<file path="src/rtl/ysyx_040066_axi_pkg.sv">
// Shared encodings for the io_slave AXI4 responder: response and burst codes,
// responder states and the 64-bit data/strobe widths.
package ysyx_040066_axi_pkg;
    localparam int DATA_W = 64;
    localparam int STRB_W = 8;

    localparam logic [1:0] RESP_OKAY   = 2'b00;
    localparam logic [1:0] RESP_EXOKAY = 2'b01;
    localparam logic [1:0] RESP_SLVERR = 2'b10;
    localparam logic [1:0] RESP_DECERR = 2'b11;

    localparam logic [1:0] BURST_FIXED = 2'b00;
    localparam logic [1:0] BURST_INCR  = 2'b01;
    localparam logic [1:0] BURST_WRAP  = 2'b10;

    typedef enum logic [2:0] {
        IDLE,
        RD_MEM,
        RD_CAP,
        RD_DATA,
        WR_DATA,
        WR_RESP
    } state_t;
endpackage

</file>
<file path="src/rtl/ysyx_040066_axi_slave_if.sv">
// AXI4 bus between the core's io_slave port (master) and the scratch-RAM
// responder (slave); 64-bit data, 4-bit IDs.
interface ysyx_040066_axi_slave_if;
    import ysyx_040066_axi_pkg::*;

    logic              awready;
    logic              awvalid;
    logic [31:0]       awaddr;
    logic [3:0]        awid;
    logic [7:0]        awlen;
    logic [2:0]        awsize;
    logic [1:0]        awburst;
    logic              wready;
    logic              wvalid;
    logic [DATA_W-1:0] wdata;
    logic [STRB_W-1:0] wstrb;
    logic              wlast;
    logic              bready;
    logic              bvalid;
    logic [1:0]        bresp;
    logic [3:0]        bid;
    logic              arready;
    logic              arvalid;
    logic [31:0]       araddr;
    logic [3:0]        arid;
    logic [7:0]        arlen;
    logic [2:0]        arsize;
    logic [1:0]        arburst;
    logic              rready;
    logic              rvalid;
    logic [1:0]        rresp;
    logic [DATA_W-1:0] rdata;
    logic              rlast;
    logic [3:0]        rid;

    modport master (
        output awvalid, awaddr, awid, awlen, awsize, awburst,
        output wvalid, wdata, wstrb, wlast, bready,
        output arvalid, araddr, arid, arlen, arsize, arburst, rready,
        input  awready, wready, bvalid, bresp, bid,
        input  arready, rvalid, rresp, rdata, rlast, rid
    );

    modport slave (
        input  awvalid, awaddr, awid, awlen, awsize, awburst,
        input  wvalid, wdata, wstrb, wlast, bready,
        input  arvalid, araddr, arid, arlen, arsize, arburst, rready,
        output awready, wready, bvalid, bresp, bid,
        output arready, rvalid, rresp, rdata, rlast, rid
    );
endinterface

</file>
<file path="src/rtl/ysyx_040066_axi_slave_addr.sv">
// Window decode, error classification and beat-address generation, shared by
// the read and write paths; the burst context is captured when load is high.
module ysyx_040066_axi_slave_addr
    import ysyx_040066_axi_pkg::*;
#(
    parameter logic [31:0] BASE_ADDR = 32'h1000_0000,
    parameter int          ADDR_W    = 12
) (
    input  logic              clock,
    input  logic              load,
    input  logic              adv,
    input  logic [31:0]       addr_in,
    input  logic [2:0]        size_in,
    input  logic [1:0]        burst_in,
    output logic [1:0]        cls_in,
    output logic [1:0]        cls,
    output logic [ADDR_W-4:0] mem_idx
);
    logic [31:0]       off_in;
    logic [ADDR_W-1:0] off_q;
    logic [ADDR_W-1:0] step;
    logic [2:0]        size_q;
    logic              incr_q;

    function automatic logic [1:0] classify(input logic [31:0] off, input logic [2:0] size,
                                            input logic [1:0] burst);
        if (off[31:ADDR_W] != '0)
            return RESP_DECERR;
        if (size > 3'd3 || burst == BURST_WRAP || burst == 2'b11)
            return RESP_SLVERR;
        return RESP_OKAY;
    endfunction

    // Addresses below BASE_ADDR underflow to a huge offset, so one compare covers both bounds.
    assign off_in  = addr_in - BASE_ADDR;
    assign cls_in  = classify(off_in, size_in, burst_in);
    assign step    = ADDR_W'(1) << size_q;
    assign mem_idx = off_q[ADDR_W-1:3];

    // Only the in-window offset is kept, so INCR wraps silently inside the window.
    always_ff @(posedge clock) begin
        if (load) begin
            off_q  <= off_in[ADDR_W-1:0];
            size_q <= size_in;
            incr_q <= (burst_in == BURST_INCR);
            cls    <= cls_in;
        end else if (adv && incr_q) begin
            off_q <= off_q + step;
        end
    end
endmodule

</file>
<file path="src/rtl/ysyx_040066_axi_slave.sv">
// AXI4 responder serving one burst at a time from a single-port 64-bit RAM.
// Define YSYX_040066_AXI_SLAVE_TRACE_EN for simulation-only grant/response tracing.
module ysyx_040066_axi_slave
    import ysyx_040066_axi_pkg::*;
#(
    parameter logic [31:0] BASE_ADDR = 32'h1000_0000,
    parameter int          ADDR_W    = 12
) (
    input  logic                     clock,
    input  logic                     reset,
    ysyx_040066_axi_slave_if.slave   io_slave,
    output logic                     mem_en,
    output logic                     mem_wen,
    output logic [ADDR_W-4:0]        mem_addr,
    output logic [DATA_W-1:0]        mem_wdata,
    output logic [STRB_W-1:0]        mem_wmask,
    input  logic [DATA_W-1:0]        mem_rdata
);
    state_t            state, state_nxt;
    logic              prio_rd;
    logic [3:0]        id_q;
    logic [7:0]        len_q, cnt_q;
    logic              wr_err;
    logic [DATA_W-1:0] rdata_q;
    logic              ar_hs, aw_hs, r_hs, w_hs, b_hs;
    logic              last_beat, load, adv, cls_ok;
    logic [1:0]        cls_in, cls;

    assign ar_hs     = io_slave.arvalid & io_slave.arready;
    assign aw_hs     = io_slave.awvalid & io_slave.awready;
    assign r_hs      = io_slave.rvalid & io_slave.rready;
    assign w_hs      = io_slave.wvalid & io_slave.wready;
    assign b_hs      = io_slave.bvalid & io_slave.bready;
    assign last_beat = (cnt_q == len_q);
    assign load      = ar_hs | aw_hs;
    assign adv       = (r_hs & ~last_beat) | w_hs;
    assign cls_ok    = (cls == RESP_OKAY);

    ysyx_040066_axi_slave_addr #(.BASE_ADDR(BASE_ADDR), .ADDR_W(ADDR_W)) u_addr (
        .clock    (clock),
        .load     (load),
        .adv      (adv),
        .addr_in  (ar_hs ? io_slave.araddr  : io_slave.awaddr),
        .size_in  (ar_hs ? io_slave.arsize  : io_slave.awsize),
        .burst_in (ar_hs ? io_slave.arburst : io_slave.awburst),
        .cls_in   (cls_in),
        .cls      (cls),
        .mem_idx  (mem_addr)
    );

    always_ff @(posedge clock or negedge reset) begin
        if (!reset) state <= IDLE;
        else        state <= state_nxt;
    end

    always_comb begin
        state_nxt = state;
        unique case (state)
            IDLE: begin
                if (ar_hs)      state_nxt = (cls_in == RESP_OKAY) ? RD_MEM : RD_DATA;
                else if (aw_hs) state_nxt = WR_DATA;
            end
            RD_MEM:  state_nxt = RD_CAP;
            RD_CAP:  state_nxt = RD_DATA;
            RD_DATA: if (r_hs) state_nxt = last_beat ? IDLE : (cls_ok ? RD_MEM : RD_DATA);
            WR_DATA: if (w_hs && last_beat) state_nxt = WR_RESP;
            WR_RESP: if (b_hs) state_nxt = IDLE;
            default: state_nxt = IDLE;
        endcase
    end

    // Readies are gated by reset so a held-low reset never grants a burst.
    always_comb begin
        io_slave.arready = 1'b0;
        io_slave.awready = 1'b0;
        io_slave.wready  = 1'b0;
        io_slave.rvalid  = 1'b0;
        io_slave.rresp   = RESP_OKAY;
        io_slave.rlast   = 1'b0;
        io_slave.rdata   = '0;
        io_slave.bvalid  = 1'b0;
        io_slave.bresp   = RESP_OKAY;
        mem_en           = 1'b0;
        mem_wen          = 1'b0;
        unique case (state)
            IDLE: begin
                io_slave.arready = reset & io_slave.arvalid & (~io_slave.awvalid | prio_rd);
                io_slave.awready = reset & io_slave.awvalid & (~io_slave.arvalid | ~prio_rd);
            end
            RD_MEM: mem_en = cls_ok;
            RD_CAP: ;
            RD_DATA: begin
                io_slave.rvalid = 1'b1;
                io_slave.rresp  = cls;
                io_slave.rlast  = last_beat;
                io_slave.rdata  = cls_ok ? rdata_q : '0;
            end
            WR_DATA: begin
                io_slave.wready = 1'b1;
                mem_en          = io_slave.wvalid & cls_ok;
                mem_wen         = 1'b1;
            end
            WR_RESP: begin
                io_slave.bvalid = 1'b1;
                io_slave.bresp  = cls | {wr_err, 1'b0};
            end
            default: ;
        endcase
    end

    assign io_slave.rid = id_q;
    assign io_slave.bid = id_q;
    assign mem_wdata    = io_slave.wdata;
    assign mem_wmask    = io_slave.wstrb;

    always_ff @(posedge clock or negedge reset) begin
        if (!reset) begin
            prio_rd <= 1'b1;
            cnt_q   <= '0;
            wr_err  <= 1'b0;
        end else begin
            if (ar_hs)      prio_rd <= 1'b0;
            else if (aw_hs) prio_rd <= 1'b1;
            if (load)     cnt_q <= '0;
            else if (adv) cnt_q <= cnt_q + 8'd1;
            if (load)                                      wr_err <= 1'b0;
            else if (w_hs && (io_slave.wlast != last_beat)) wr_err <= 1'b1;
        end
    end

    always_ff @(posedge clock) begin
        if (load) begin
            id_q  <= ar_hs ? io_slave.arid  : io_slave.awid;
            len_q <= ar_hs ? io_slave.arlen : io_slave.awlen;
        end
        if (state == RD_CAP) rdata_q <= mem_rdata;
    end

`ifdef YSYX_040066_AXI_SLAVE_TRACE_EN
    always @(posedge clock) begin
        if (reset) begin
            if ($isunknown({io_slave.arvalid, io_slave.awvalid, io_slave.wvalid}))
                $display("axi_slave: X on valid ar=%b aw=%b w=%b",
                         io_slave.arvalid, io_slave.awvalid, io_slave.wvalid);
            if (ar_hs)
                $display("axi_slave: AR id=%0d addr=%h len=%0d size=%0d class=%0d",
                         io_slave.arid, io_slave.araddr, io_slave.arlen, io_slave.arsize, cls_in);
            if (aw_hs)
                $display("axi_slave: AW id=%0d addr=%h len=%0d size=%0d class=%0d",
                         io_slave.awid, io_slave.awaddr, io_slave.awlen, io_slave.awsize, cls_in);
            if (r_hs && io_slave.rlast)
                $display("axi_slave: R last id=%0d resp=%0d", io_slave.rid, io_slave.rresp);
            if (b_hs)
                $display("axi_slave: B id=%0d resp=%0d", io_slave.bid, io_slave.bresp);
        end
    end
`endif
endmodule

</file>
<file path="src/flat_wrapper.sv">
// flat-port wrapper written by rule: the top's interface ports become plain ports
module ysyx_040066_axi_slave_flat import ysyx_040066_axi_pkg::*;
#(
    parameter logic [31:0] BASE_ADDR = 32'h1000_0000,
    parameter int          ADDR_W    = 12
)
  (clock, reset, mem_en, mem_wen, mem_addr, mem_wdata, mem_wmask, mem_rdata, io_slave_awvalid, io_slave_awaddr, io_slave_awid, io_slave_awlen, io_slave_awsize, io_slave_awburst, io_slave_wvalid, io_slave_wdata, io_slave_wstrb, io_slave_wlast, io_slave_bready, io_slave_arvalid, io_slave_araddr, io_slave_arid, io_slave_arlen, io_slave_arsize, io_slave_arburst, io_slave_rready, io_slave_awready, io_slave_wready, io_slave_bvalid, io_slave_bresp, io_slave_bid, io_slave_arready, io_slave_rvalid, io_slave_rresp, io_slave_rdata, io_slave_rlast, io_slave_rid);
  ysyx_040066_axi_slave_if io_slave_i ();
  input  logic clock;
  input  logic reset;
  output logic mem_en;
  output logic mem_wen;
  output logic [ADDR_W-4:0] mem_addr;
  output logic [DATA_W-1:0] mem_wdata;
  output logic [STRB_W-1:0] mem_wmask;
  input  logic [DATA_W-1:0] mem_rdata;
  input wire logic [$bits(io_slave_i.awvalid)-1:0] io_slave_awvalid;
  input wire logic [$bits(io_slave_i.awaddr)-1:0] io_slave_awaddr;
  input wire logic [$bits(io_slave_i.awid)-1:0] io_slave_awid;
  input wire logic [$bits(io_slave_i.awlen)-1:0] io_slave_awlen;
  input wire logic [$bits(io_slave_i.awsize)-1:0] io_slave_awsize;
  input wire logic [$bits(io_slave_i.awburst)-1:0] io_slave_awburst;
  input wire logic [$bits(io_slave_i.wvalid)-1:0] io_slave_wvalid;
  input wire logic [$bits(io_slave_i.wdata)-1:0] io_slave_wdata;
  input wire logic [$bits(io_slave_i.wstrb)-1:0] io_slave_wstrb;
  input wire logic [$bits(io_slave_i.wlast)-1:0] io_slave_wlast;
  input wire logic [$bits(io_slave_i.bready)-1:0] io_slave_bready;
  input wire logic [$bits(io_slave_i.arvalid)-1:0] io_slave_arvalid;
  input wire logic [$bits(io_slave_i.araddr)-1:0] io_slave_araddr;
  input wire logic [$bits(io_slave_i.arid)-1:0] io_slave_arid;
  input wire logic [$bits(io_slave_i.arlen)-1:0] io_slave_arlen;
  input wire logic [$bits(io_slave_i.arsize)-1:0] io_slave_arsize;
  input wire logic [$bits(io_slave_i.arburst)-1:0] io_slave_arburst;
  input wire logic [$bits(io_slave_i.rready)-1:0] io_slave_rready;
  output wire logic [$bits(io_slave_i.awready)-1:0] io_slave_awready;
  output wire logic [$bits(io_slave_i.wready)-1:0] io_slave_wready;
  output wire logic [$bits(io_slave_i.bvalid)-1:0] io_slave_bvalid;
  output wire logic [$bits(io_slave_i.bresp)-1:0] io_slave_bresp;
  output wire logic [$bits(io_slave_i.bid)-1:0] io_slave_bid;
  output wire logic [$bits(io_slave_i.arready)-1:0] io_slave_arready;
  output wire logic [$bits(io_slave_i.rvalid)-1:0] io_slave_rvalid;
  output wire logic [$bits(io_slave_i.rresp)-1:0] io_slave_rresp;
  output wire logic [$bits(io_slave_i.rdata)-1:0] io_slave_rdata;
  output wire logic [$bits(io_slave_i.rlast)-1:0] io_slave_rlast;
  output wire logic [$bits(io_slave_i.rid)-1:0] io_slave_rid;
  assign io_slave_i.awvalid = io_slave_awvalid;
  assign io_slave_i.awaddr = io_slave_awaddr;
  assign io_slave_i.awid = io_slave_awid;
  assign io_slave_i.awlen = io_slave_awlen;
  assign io_slave_i.awsize = io_slave_awsize;
  assign io_slave_i.awburst = io_slave_awburst;
  assign io_slave_i.wvalid = io_slave_wvalid;
  assign io_slave_i.wdata = io_slave_wdata;
  assign io_slave_i.wstrb = io_slave_wstrb;
  assign io_slave_i.wlast = io_slave_wlast;
  assign io_slave_i.bready = io_slave_bready;
  assign io_slave_i.arvalid = io_slave_arvalid;
  assign io_slave_i.araddr = io_slave_araddr;
  assign io_slave_i.arid = io_slave_arid;
  assign io_slave_i.arlen = io_slave_arlen;
  assign io_slave_i.arsize = io_slave_arsize;
  assign io_slave_i.arburst = io_slave_arburst;
  assign io_slave_i.rready = io_slave_rready;
  assign io_slave_awready = io_slave_i.awready;
  assign io_slave_wready = io_slave_i.wready;
  assign io_slave_bvalid = io_slave_i.bvalid;
  assign io_slave_bresp = io_slave_i.bresp;
  assign io_slave_bid = io_slave_i.bid;
  assign io_slave_arready = io_slave_i.arready;
  assign io_slave_rvalid = io_slave_i.rvalid;
  assign io_slave_rresp = io_slave_i.rresp;
  assign io_slave_rdata = io_slave_i.rdata;
  assign io_slave_rlast = io_slave_i.rlast;
  assign io_slave_rid = io_slave_i.rid;
  ysyx_040066_axi_slave #(.BASE_ADDR(BASE_ADDR), .ADDR_W(ADDR_W)) u_core (.clock(clock), .reset(reset), .io_slave(io_slave_i), .mem_en(mem_en), .mem_wen(mem_wen), .mem_addr(mem_addr), .mem_wdata(mem_wdata), .mem_wmask(mem_wmask), .mem_rdata(mem_rdata));
endmodule
</file>
<file path="config.mk">
export PLATFORM = sky130hd
export DESIGN_NAME = ysyx_040066_axi_slave_flat
export DESIGN_NICKNAME = d
export VERILOG_FILES = /design/src/rtl/ysyx_040066_axi_pkg.sv /design/src/rtl/ysyx_040066_axi_slave_if.sv /design/src/rtl/ysyx_040066_axi_slave_addr.sv /design/src/rtl/ysyx_040066_axi_slave.sv /design/src/flat_wrapper.sv
export SDC_FILE = /design/constraint.sdc
export NUM_CORES = 1
export LEC_CHECK = 0
export BUFFER_PORTS_ARGS = -buffer_cell sky130_fd_sc_hd__buf_2
export CORE_AREA = 2 2 156 158
export CTS_CLUSTER_SIZE = 10
export DETAILED_ROUTE_END_ITERATION = 6
export DIE_AREA = 0 0 158 160
export PLACE_DENSITY = 0.67
export SYNTH_ARGS = -nofsm -noshare
export SYNTH_HDL_FRONTEND = slang
export SYNTH_HIERARCHICAL = 1
export SYNTH_SLANG_ARGS = --single-unit
</file>
<file path="constraint.sdc">
create_clock -name clock -period 8.85 [get_ports clock]
set_clock_uncertainty 0.15 [all_clocks]
set_input_delay 1.3275 -clock clock [delete_from_list [all_inputs] [get_ports clock]]
set_output_delay 1.3275 -clock clock [all_outputs]
set_load 0.05 [all_outputs]
</file>
==> flow_summary.toml <==
[clock_network]
cts_tree = "done"
h_tree_levels = 3
root_buffer = "sky130_fd_sc_hd__clkbuf_16"
cts.sink_count = 107
clk_pin_slew_worst_paths_ns = 0.08
buffers_inserted_by_post_cts_timing_repair = 0
cts_inserted_buffers = 9
number_of_hold_repair_buffers_added_at_the_cts_stage = 0
clk_path_buf_depth = 2
clock_insertion_delay_worst_skew_ns = 0.35
post_cts_resized = 0

[logic_synthesis]
area_share_of_the_leading_cell_type_in_the_synthesized_netlist_pct = 44.9
mappedNetlistNets = 781
syn_inst = 529
synth_edf_count = 94
synthTopCellsByArea = "sky130_fd_sc_hd__edfxtp_1 (45%), sky130_fd_sc_hd__buf_4 (11%), sky130_fd_sc_hd__mux2_2 (9.5%)"
synth_area_per_cell_sq_um = 11.9
synthesis.yosys.warnings = 6
synthFlopType = "sky130_fd_sc_hd__edfxtp_1"
ys_types = 61
synth.yosys.seq_area_share_pct = 50.1
asyncSetResetFlopFracSynth_pct = 12.1
synth_seq_cells = 107
synth_area_sq_um = 6280
synth_top_area_cell = "sky130_fd_sc_hd__edfxtp_1"

[power]
max-vdd-ir-drop_mv = 0.140
power_density_nw_per_um2 = 220
leakage_nw = 3.31

[global_routing]
initial_antenna_violation_count = 1
globalRouteOverflowTotal = 0
grt.total_usage_pct = 11.7
largest_net_degree_at_the_start_of_global_routing = 65
via_count_of_the_first_global_routing_pass = 4276
grt_pass1_wl_mm = 22.6

[layout]
num-nets-final = 949
final_util_pct = 31.7
drive_above_1_share_pct = 50.6
mostFrequentLayoutCells = "sky130_fd_sc_hd__buf_2 (262), sky130_fd_sc_hd__edfxtp_1 (94), sky130_fd_sc_hd__and2_1 (68)"
most_common_library_cell_in_the_layout_ignoring_fill_and_taps = "sky130_fd_sc_hd__buf_2"
fillCellCount = 2476
finish.cell_count_without_fillers = 1026
areaGrowthSynthToFinish_pct = 20.3
diodes = 0

[worst_setup_path]
critPathArrivalTime_ns = 4.58
timing.critical_path.mode_cell = "sky130_fd_sc_hd__nor2_1"
critical_path_required_ns = 8.91
critical_path.top_delay_family = "simple AND/OR/NAND/NOR gates"
crit_path_cell_trace = "buf_2 > o211ai_1 > nor4_2 > buf_4 > mux2_2 > nor4b_1 > and3_1 > nand3_1 > or3_1 > nor2_1 > nor2_1 > o31ai_1 > o21ai_0"
timing.critical_path.from_type = "input pin"
r2r_setup_slack_ns = 5.17
worst_setup_end_kind = "flip-flop"
critPathSlowestCell = "sky130_fd_sc_hd__buf_4"
path_class = "input pin to flip-flop"
critical_path.max_stage_delay_ns = 0.54
path_max_fanout = 50
cp_num_buf_inv = 2

[detailed_routing]
detailroute.wirelength.met2_mm = 7.71
met1_length_mm = 6.00
met3WireLength_mm = 1.52
routed.top_layer = "met4"
detailedRoute.firstPassIterationCount = 4
drt_wl_total_mm = 15.5
route.antenna.remaining_nets = 0
wire_per_inst_microns = 15.1
dr_total_vias = 4459
drt_drc_violations_left = 0
dr.first_iter.drc_count = 245
via_per_inst = 4.35

[sta]
drv_slew = 0
setup-tns-final_ns = 0
fin_crit_sh_pct = 51.0
period_minus_slack_ns = 4.51
final-hold-violation-count = 0
fmax_ghz = 0.221
final_critical_path_setup_slack_ns = 4.34
worstMarginPinSlew_ns = 0.843
unrepaired_setup_endpoints_after_global_routing = "no"
finalSetupViolCount = 0
headroom_to_the_max_slew_limit_pct = 43.8

[placed_design]
place.gp.congestion = 0.812
port_buffers = 262
detailed_place_hpwl_mm = 12.0
preCtsSetupSlack_ns = 3.89
placed_cells_incl_taps = 1010

[floorplanning]
coreArea_sq_um = 23800
initial_utilization_pct = 26.4
chipWidth_microns = 158
count_of_standard_cell_rows = 57
fp.dieH_microns = 160
ioPinCount = 407
die_area_sq_um = 25300

[run_status]
run_status = "completed"

[worst_hold_path]
min-delay-path-class = "flip-flop to flip-flop"

[job]
max-cap-violations = 0
-- cell families (layout without fill, tap and decap cells) --
| logic type | count (synthesis) | after routing | synth area share (%) |
|---|---|---|---|
| flip-flops | 107 | 107 | 50.1 |
| adder cells (fa/ha/maj) | 10 | 10 | 2.11 |
| XOR/XNOR | 14 | 14 | 2.07 |
| AO/OA/AOI/OAI | 64 | 64 | 7.13 |
| AND/OR/NAND/NOR | 155 | 155 | 15.2 |
| multiplexers | 59 | 59 | 10.5 |
| buffers and inverters | 120 | 293 | 12.8 |
-- report_power, final --
| part | leakage, nW | switching (W) | internal [W] |
|---|---|---|---|
| sequential | 1.04 | 0.0000724 | 0.000732 |
| clock | 0.129 | 0.000188 | 0.000195 |
| combinational | 2.14 | 0.000324 | 0.000152 |
-- sequential cells by signal (all words and copies together), names as in the netlist --
name and count:
u_core/u_addr/incr_q 1, u_core/io_slave.bid 4, u_core/cnt_q 8, u_core/u_addr/size_q 3, u_core/u_addr/cls 2, u_core/rdata_q 64
u_core/wr_err 1, u_core/prio_rd 1, u_core/u_addr/off_q 12, u_core/len_q 8, u_core/state 3
-- metal layers --
layer  up-vias  track usage, %
li1       2143               -
met1      2052            13.0
met2       244            21.0
met3        20            3.23
met4         0            4.34
met5         -               0
-- final timing paths --
path,start,to,cells past startpoint
min in group asynchronous,reset,u_core/cnt_q[4]$_DFFE_PN0P_,1
max reg2reg,u_core/state[0]$_DFFE_PN0P_,u_core/state[1]$_DFFE_PN0P_,11
max,reset,u_core/state[1]$_DFFE_PN0P_,13
min,u_core/cnt_q[4]$_DFFE_PN0P_,u_core/cnt_q[4]$_DFFE_PN0P_,1
max in group asynchronous,reset,u_core/prio_rd$_DFFE_PN1N_,1
min reg2reg,u_core/cnt_q[4]$_DFFE_PN0P_,u_core/cnt_q[4]$_DFFE_PN0P_,1
-- final cells by class --
type | count | area [sq um] | share of cell area, %
Inverter | 11 | 41.3 | 0.546
Sequential cell | 107 | 3150 | 41.7
Clock buffer | 11 | 233 | 3.08
Clock inverter | 5 | 43.8 | 0.579
Tap cell | 324 | 405 | 5.36
Multi-Input combinational cell | 302 | 2340 | 31.0
Timing Repair Buffer | 266 | 1340 | 17.7
-- synthesized netlist by cell type (3+ instances only) --
cell	number
sky130_fd_sc_hd__a21o_1	5
sky130_fd_sc_hd__a21oi_1	8
sky130_fd_sc_hd__a31oi_1	7
sky130_fd_sc_hd__and2_1	68
sky130_fd_sc_hd__and3_1	9
sky130_fd_sc_hd__buf_2	8
sky130_fd_sc_hd__buf_4	88
sky130_fd_sc_hd__clkbuf_1	11
sky130_fd_sc_hd__dfrtp_1	12
sky130_fd_sc_hd__edfxtp_1	94
sky130_fd_sc_hd__ha_1	9
sky130_fd_sc_hd__inv_1	11
sky130_fd_sc_hd__mux2_2	53
sky130_fd_sc_hd__mux2i_1	5
sky130_fd_sc_hd__nand2_1	19
sky130_fd_sc_hd__nand3_1	5
sky130_fd_sc_hd__nand4_1	3
sky130_fd_sc_hd__nor2_1	9
sky130_fd_sc_hd__nor2b_1	4
sky130_fd_sc_hd__nor3_1	9
sky130_fd_sc_hd__nor3b_1	4
sky130_fd_sc_hd__nor4_1	6
sky130_fd_sc_hd__o211ai_1	3
sky130_fd_sc_hd__o21a_1	4
sky130_fd_sc_hd__o21ai_0	17
sky130_fd_sc_hd__xor2_1	11
-- metrics by stage --
| step | instance area (sq um) | hold WS [ns] | power [W] |
|---|---|---|---|
| 2_1_floorplan | 6280 | 0.325 | 0.00126 |
| 3_3_place_gp | 7280 | 0.358 | 0.00129 |
| 3_5_place_dp | 7280 | 0.402 | 0.00130 |
| 4_1_cts | 7560 | 0.411 | 0.00169 |
| 5_1_grt | 7560 | 0.444 | 0.00176 |
| 6_report | 7560 | 0.398 | 0.00166 |
No activity file was read; power rests on OpenSTA's default activity.
